$ cat src/rtl/dmem_access_unit.sv
// dmem_access_unit: MEM-stage data-memory access unit.
// Loads and buffered-store drains share a variable-latency req/ack bus with at
// most one transaction outstanding. Stores retire into a SB_DEPTH-entry FIFO
// store buffer and drain in the background.
// Optional feature macro DMEM_STORE_FWD_EN: when defined, loads that hit the
// store buffer are served from the youngest matching entry and missing loads
// bypass buffered stores. When undefined, every load waits for an empty
// buffer and no address comparators exist.
//
// Handshake: the MEM stage holds req_* stable while mem_stall_c=1; a request
// is consumed in a cycle with req_valid=1 and mem_stall_c=0. On the bus side,
// dm_req/dm_we/dm_addr/dm_wdata are registered and held until the cycle in
// which dm_ack=1 (ack may arrive in the first request cycle).
`timescale 1ns/1ps
module dmem_access_unit #(
  parameter int DATA_SIZE    = 32,
  parameter int ADDRESS_SIZE = 32,
  parameter int SB_DEPTH     = 4
) (
  input  logic                            clock,
  input  logic                            reset_n,
  input  logic                            req_valid,
  input  logic                            req_we,
  input  logic [ADDRESS_SIZE-1:0]         req_addr,
  input  logic [DATA_SIZE-1:0]            req_wdata,
  input  logic [4:0]                      req_dest,
  output logic                            mem_stall_c,
  output logic                            resp_valid,
  output logic [DATA_SIZE-1:0]            resp_data,
  output logic [4:0]                      resp_dest,
  output logic [$clog2(SB_DEPTH+1)-1:0]   sb_count,
  output logic                            sb_empty,
  output logic                            dm_req,
  output logic                            dm_we,
  output logic [ADDRESS_SIZE-1:0]         dm_addr,
  output logic [DATA_SIZE-1:0]            dm_wdata,
  input  logic                            dm_ack,
  input  logic [DATA_SIZE-1:0]            dm_rdata
);

  localparam int PW = $clog2(SB_DEPTH);
  localparam int CW = $clog2(SB_DEPTH + 1);

  typedef enum logic [1:0] {
    ST_IDLE      = 2'd0,
    ST_LOAD_BUS  = 2'd1,
    ST_DRAIN_BUS = 2'd2
  } state_e;

  state_e state_q, state_d;

  logic                    load_req, store_req, sb_full;
  logic                    push, pop, fwd_take, load_ack, load_go;
  logic [PW-1:0]           wr_ptr_q, rd_ptr_q;
  logic [CW-1:0]           count_q;
  logic [ADDRESS_SIZE-1:0] sb_addr_q [SB_DEPTH];
  logic [DATA_SIZE-1:0]    sb_data_q [SB_DEPTH];

  logic                    dm_req_q, dm_we_q;
  logic [ADDRESS_SIZE-1:0] dm_addr_q;
  logic [DATA_SIZE-1:0]    dm_wdata_q;
  logic                    resp_valid_q;
  logic [DATA_SIZE-1:0]    resp_data_q;
  logic [4:0]              resp_dest_q;

  logic                    fwd_hit;
  logic [DATA_SIZE-1:0]    fwd_data;

  assign load_req  = req_valid & ~req_we;
  assign store_req = req_valid & req_we;
  // Fullness uses the count at cycle start, so a same-cycle pop frees nothing.
  assign sb_full   = (count_q == CW'(SB_DEPTH));

`ifdef DMEM_STORE_FWD_EN
  logic [PW-1:0] fwd_idx;

  // Scan oldest to youngest so the youngest matching entry wins.
  always_comb begin
    fwd_hit  = 1'b0;
    fwd_data = '0;
    fwd_idx  = '0;
    for (int i = 0; i < SB_DEPTH; i++) begin
      fwd_idx = rd_ptr_q + PW'(i);
      if ((CW'(i) < count_q) && (sb_addr_q[fwd_idx] == req_addr)) begin
        fwd_hit  = 1'b1;
        fwd_data = sb_data_q[fwd_idx];
      end
    end
  end

  // A missing load bypasses buffered stores.
  assign load_go = load_req & ~fwd_hit;
`else
  assign fwd_hit  = 1'b0;
  assign fwd_data = '0;
  // Without forwarding a load may only use the bus once the buffer is empty.
  assign load_go  = load_req & (count_q == '0);
`endif

  // FSM state register.
  always_ff @(posedge clock or negedge reset_n) begin
    if (!reset_n) state_q <= ST_IDLE;
    else          state_q <= state_d;
  end

  // FSM next state: loads take priority over drains when leaving IDLE.
  always_comb begin
    state_d = state_q;
    case (state_q)
      ST_IDLE: begin
        if (load_go)              state_d = ST_LOAD_BUS;
        else if (count_q != '0)   state_d = ST_DRAIN_BUS;
      end
      ST_LOAD_BUS:  if (dm_ack) state_d = ST_IDLE;
      ST_DRAIN_BUS: if (dm_ack) state_d = ST_IDLE;
      default:      state_d = ST_IDLE;
    endcase
  end

  // FSM outputs: buffer push/pop, forwarding and load completion, stall.
  always_comb begin
    push        = store_req & ~sb_full;
    pop         = (state_q == ST_DRAIN_BUS) & dm_ack;
    fwd_take    = load_req & (state_q == ST_IDLE) & fwd_hit;
    load_ack    = load_req & (state_q == ST_LOAD_BUS) & dm_ack;
    mem_stall_c = req_valid & ~(push | fwd_take | load_ack);
  end

  // Bus request registers: loaded on the IDLE decision, dropped on ack.
  always_ff @(posedge clock or negedge reset_n) begin
    if (!reset_n) begin
      dm_req_q   <= 1'b0;
      dm_we_q    <= 1'b0;
      dm_addr_q  <= '0;
      dm_wdata_q <= '0;
    end else if (state_q == ST_IDLE && state_d == ST_LOAD_BUS) begin
      dm_req_q  <= 1'b1;
      dm_we_q   <= 1'b0;
      dm_addr_q <= req_addr;
    end else if (state_q == ST_IDLE && state_d == ST_DRAIN_BUS) begin
      dm_req_q   <= 1'b1;
      dm_we_q    <= 1'b1;
      dm_addr_q  <= sb_addr_q[rd_ptr_q];
      dm_wdata_q <= sb_data_q[rd_ptr_q];
    end else if (dm_req_q && dm_ack) begin
      dm_req_q <= 1'b0;
      dm_we_q  <= 1'b0;
    end
  end

  // Store buffer FIFO: pointers wrap naturally at the power-of-two depth.
  always_ff @(posedge clock or negedge reset_n) begin
    if (!reset_n) begin
      wr_ptr_q <= '0;
      rd_ptr_q <= '0;
      count_q  <= '0;
      for (int i = 0; i < SB_DEPTH; i++) begin
        sb_addr_q[i] <= '0;
        sb_data_q[i] <= '0;
      end
    end else begin
      if (push) begin
        sb_addr_q[wr_ptr_q] <= req_addr;
        sb_data_q[wr_ptr_q] <= req_wdata;
        wr_ptr_q            <= wr_ptr_q + 1'b1;
      end
      if (pop) rd_ptr_q <= rd_ptr_q + 1'b1;
      case ({push, pop})
        2'b10:   count_q <= count_q + 1'b1;
        2'b01:   count_q <= count_q - 1'b1;
        default: count_q <= count_q;
      endcase
    end
  end

  // Load response: one-cycle valid pulse, data and tag hold between loads.
  always_ff @(posedge clock or negedge reset_n) begin
    if (!reset_n) begin
      resp_valid_q <= 1'b0;
      resp_data_q  <= '0;
      resp_dest_q  <= '0;
    end else begin
      resp_valid_q <= load_ack | fwd_take;
      if (load_ack) begin
        resp_data_q <= dm_rdata;
        resp_dest_q <= req_dest;
      end else if (fwd_take) begin
        resp_data_q <= fwd_data;
        resp_dest_q <= req_dest;
      end
    end
  end

  assign dm_req     = dm_req_q;
  assign dm_we      = dm_we_q;
  assign dm_addr    = dm_addr_q;
  assign dm_wdata   = dm_wdata_q;
  assign resp_valid = resp_valid_q;
  assign resp_data  = resp_data_q;
  assign resp_dest  = resp_dest_q;
  assign sb_count   = count_q;
  assign sb_empty   = (count_q == '0) && (state_q != ST_DRAIN_BUS);

endmodule
$ cat config.mk
export PLATFORM = sky130hd
export DESIGN_NAME = dmem_access_unit
export DESIGN_NICKNAME = d
export VERILOG_FILES = /design/src/rtl/dmem_access_unit.sv
export SDC_FILE = /design/constraint.sdc
export NUM_CORES = 1
export LEC_CHECK = 0
export ABC_AREA = 1
export BUFFER_PORTS_ARGS = -buffer_cell sky130_fd_sc_hd__buf_2
export CAP_MARGIN = 10
export CORE_MARGIN = 2
export CORE_UTILIZATION = 30
export CTS_CLUSTER_DIAMETER = 120
export DETAILED_ROUTE_END_ITERATION = 7
export PLACE_DENSITY_LB_ADDON = 0.12
export RECOVER_POWER = 25
export SYNTH_ARGS = -nofsm -noshare
export SYNTH_HDL_FRONTEND = slang
export SYNTH_SLANG_ARGS = --single-unit
$ cat constraint.sdc
create_clock -name clock -period 2.3 [get_ports clock]
set_input_delay 0.115 -clock clock [delete_from_list [all_inputs] [get_ports clock]]
set_output_delay 0.115 -clock clock [all_outputs]
set_load 0.1 [all_outputs]
==> results.cfg <==
[yosys]
synth_edf_count = 0
synth.avg_cell_area_um2 = 8.22
ys_ff_latch = 369
synthArstFlopShare_pct = 100
syn_inst = 2029
synth.net_count = 2145
synthFlopType = sky130_fd_sc_hd__dfrtp_1
yosys_warnings = 0
yosysSeqAreaShare_pct = 55.4
syn-cell-area_mm2 = 0.0167
synth_cell_types = 28

[finish]
fill_cell_count = 5656
finish.utilization_pct = 38.6
area_delta_synth_final_pct = 27.3
antenna-diode-count = 0
drive_gt1_share_pct = 15.8
final_net_count = 2409

[floorplanning]
die_boundary_width_um = 240
floorplan.io_pins = 215
core_area_mm2 = 0.0550
die-area_mm2 = 0.0575
fp-row-count = 86
start_util_pct = 30.3
die_height_um = 240

[min_path]
worstHoldPathCells = 4
worstHoldPathType = input port to flip-flop

[clocking]
tritoncts_num_sinks = 369
cts_tree = yes
cts_inserted_buffers = 44
clock-root-buffer = sky130_fd_sc_hd__clkbuf_16
clkSlewWorstSetupHoldPaths_ns = 0.06
worstSkewPairLatency_ns = 0.58
ctsHtreeMaxLevel = 2
cts-root-to-sink-buffers = 3

[power_and_ir_drop]
cellLeakagePower_nw = 10.5
cellPowerDensity_mw_per_mm2 = 1600
power.share.clock_pct = 20.7
netsw_w = 0.0165
switching_fraction_pct = 48.8
relative_contribution_of_combinational_cells_to_total_power_pct = 47.6
pwr-share-seq_pct = 31.7
vdd_drop_max_mv = 1.10
internal_power_w = 0.0174
power.total_w = 0.0339

[grt]
grt_max_degree = 113
globalRouteTotalUtil_pct = 20.4
total_overflow_reported_by_the_global_router = 0
grt_first_pass_wirelength_mm = 90.9
grt_antenna_before_repair = 4
first_global_vias = 15219

[placement]
hpwl_mm = 33.4
dp_worst_setup_slack_ns = 0.280
place.port_buffers = 214
gp_congestion = 0.777

[timing]
final_cycle_share_pct = 94.2
finalSetupViolations = 0
timing.final.max_slew_violations = 53
fmax_mhz = 461
setup_slack_ns = 0.133
timing.max_slew.rel_slack_pct = -10.7
rsz0062_at_grt = no
period_minus_slack_ns = 2.17
finalHoldViolations = 0
clock_skew_ns = 0.0229
timing_worst_slew_pin_value_ns = 1.66

[detailed_routing]
routed_via_density = 4.89
detail_route.wirelength_mm = 57.7
detailroute.wirelength.met3_mm = 2.90
met2_length_mm = 27.2
top_signal_layer_used = met5
drc = 0
wl_per_cell_um = 18.8
dr.first_iter.drc_count = 1081
drtAntennaViolNets = 0
via_count = 15060
drt_pass1_iterations = 5
met1Wirelength_mm = 26.4

[status]
failing_checks = max-capacitance violations, max-slew violations
result_of_the_run = complete, but fails checks

[setup_path]
critical_path_arrival_ns = 2.67
critical_path_startpoint_category = flip-flop
cp.required_ns = 2.81
r2r.worst_path.cells = 8
critical_path.max_fanout = 38
timing.critical_path.to_type = flip-flop
timing_worst_setup_path_type = flip-flop to flip-flop

[run]
max-cap-violations = 1
## synthesized netlist by cell type (all sizes together) (3+ instances only)
library cell	instances	area share (%)
a21oi	38	1.3
buf	90	3.1
clkbuf	66	1.5
dfrtp	369	55
ha	9	0.68
inv	54	1.2
nand2	675	15
nand3	164	5.0
nor2	105	2.4
o21ai	417	13
o22ai	32	1.2
xor2	3	0.16
## per-stage QoR
stage	hold slack (ns)	cell area [µm²]	cells	TNS, ns
2_1_floorplan	-0.181	16700	2029	-0.0454
3_3_place_gp	0.0907	18700	2889	0
3_5_place_dp	0.0898	18700	2889	0
4_1_cts	0.0590	21300	3077	0
5_1_grt	0.188	21200	3077	0
6_report	0.184	21200	3077	0
## sequential cells by signal (all words and copies together) (netlist names), 3 cells and up
signal	flops
dm_wdata	32
dm_addr	32
sb_data_q	128
resp_dest	5
sb_addr_q	128
resp_data	32
sb_count	3
## layer usage
| metal | global-route usage, % | up-vias |
|---|---|---|
| li1 | - | 7183 |
| met1 | 27.8 | 7421 |
| met2 | 33.6 | 365 |
| met3 | 3.48 | 85 |
| met4 | 5.17 | 6 |
| met5 | 0 | - |
## placed cells by master (no fill, tap or decap), drive strengths merged
cell type	count
a21oi	38
and3	1
buf	265
bufbuf	2
bufinv	2
clkbuf	73
clkinv	9
dfrtp	369
dlygate4sd3	103
fa	1
ha	9
inv	57
nand2	675
nand3	164
nand4	2
nor2	105
o211ai	1
o21ai	417
o22ai	32
xnor2	1
xor2	3
## worst paths after layout
check                            start             to  slack [ns]
setup / recovery           sb_count[1]  sb_data_q[24]        0.13
setup reg to reg           sb_count[1]  sb_data_q[24]        0.13
max in group asynchronous      reset_n  sb_addr_q[36]        0.46
hold / removal               req_valid    sb_count[0]        0.18
hold reg to reg            dm_wdata[6]    dm_wdata[6]        0.46
min in group asynchronous      reset_n  resp_data[17]        0.48
## repair_timing
item	in CTS	in global routing
resized for setup	1	3
hold buffers	103	0
cloned	2	0
buffers inserted	1	0
setup endpoints to repair	1	19
endpoints found under the hold margin	641	0
## power groups by stage
| stage | clock, W | combinational (W) | sequential [W] |
|---|---|---|---|
| finish | 0.00702 | 0.0161 | 0.0108 |
| global route | 0.00749 | 0.0177 | 0.0111 |
| CTS | 0.00721 | 0.0163 | 0.0108 |
| detailed placement | 0 | 0.0161 | 0.0108 |
| global placement | 0 | 0.0159 | 0.0108 |
| floorplan | 0 | 0.00719 | 0.0151 |
## critical path: stages, from the launching register on
cell and delay (ns):
sky130_fd_sc_hd__dfrtp_4 0.50, sky130_fd_sc_hd__inv_4 0.08, sky130_fd_sc_hd__nand2_2 0.07, sky130_fd_sc_hd__o211ai_4 0.29, sky130_fd_sc_hd__buf_12 0.14, sky130_fd_sc_hd__buf_4 0.34
sky130_fd_sc_hd__buf_4 0.42, sky130_fd_sc_hd__o21ai_0 0.14, sky130_fd_sc_hd__nand2_1 0.08
## layout make-up
type,count,area (µm²),area share (%)
flip-flops and latches,369,9250,43.6
inverters,55,214,1.01
repair buffers,374,2870,13.5
clock buffers,69,1320,6.20
multi-input cells,1449,6530,30.7
well taps,748,936,4.41
clock inverters,13,123,0.577
## logic make-up after synthesis
logic type / after synthesis / share of synthesized area (%)
XOR/XNOR: 4 / 0.210
buffers and inverters: 211 / 5.80
AND/OR/NAND/NOR: 947 / 22.7
flip-flops: 369 / 55.4
AO/OA/AOI/OAI: 488 / 15.1
adder cells (fa/ha/maj): 10 / 0.795
No activity file was read; power rests on OpenSTA's default activity.
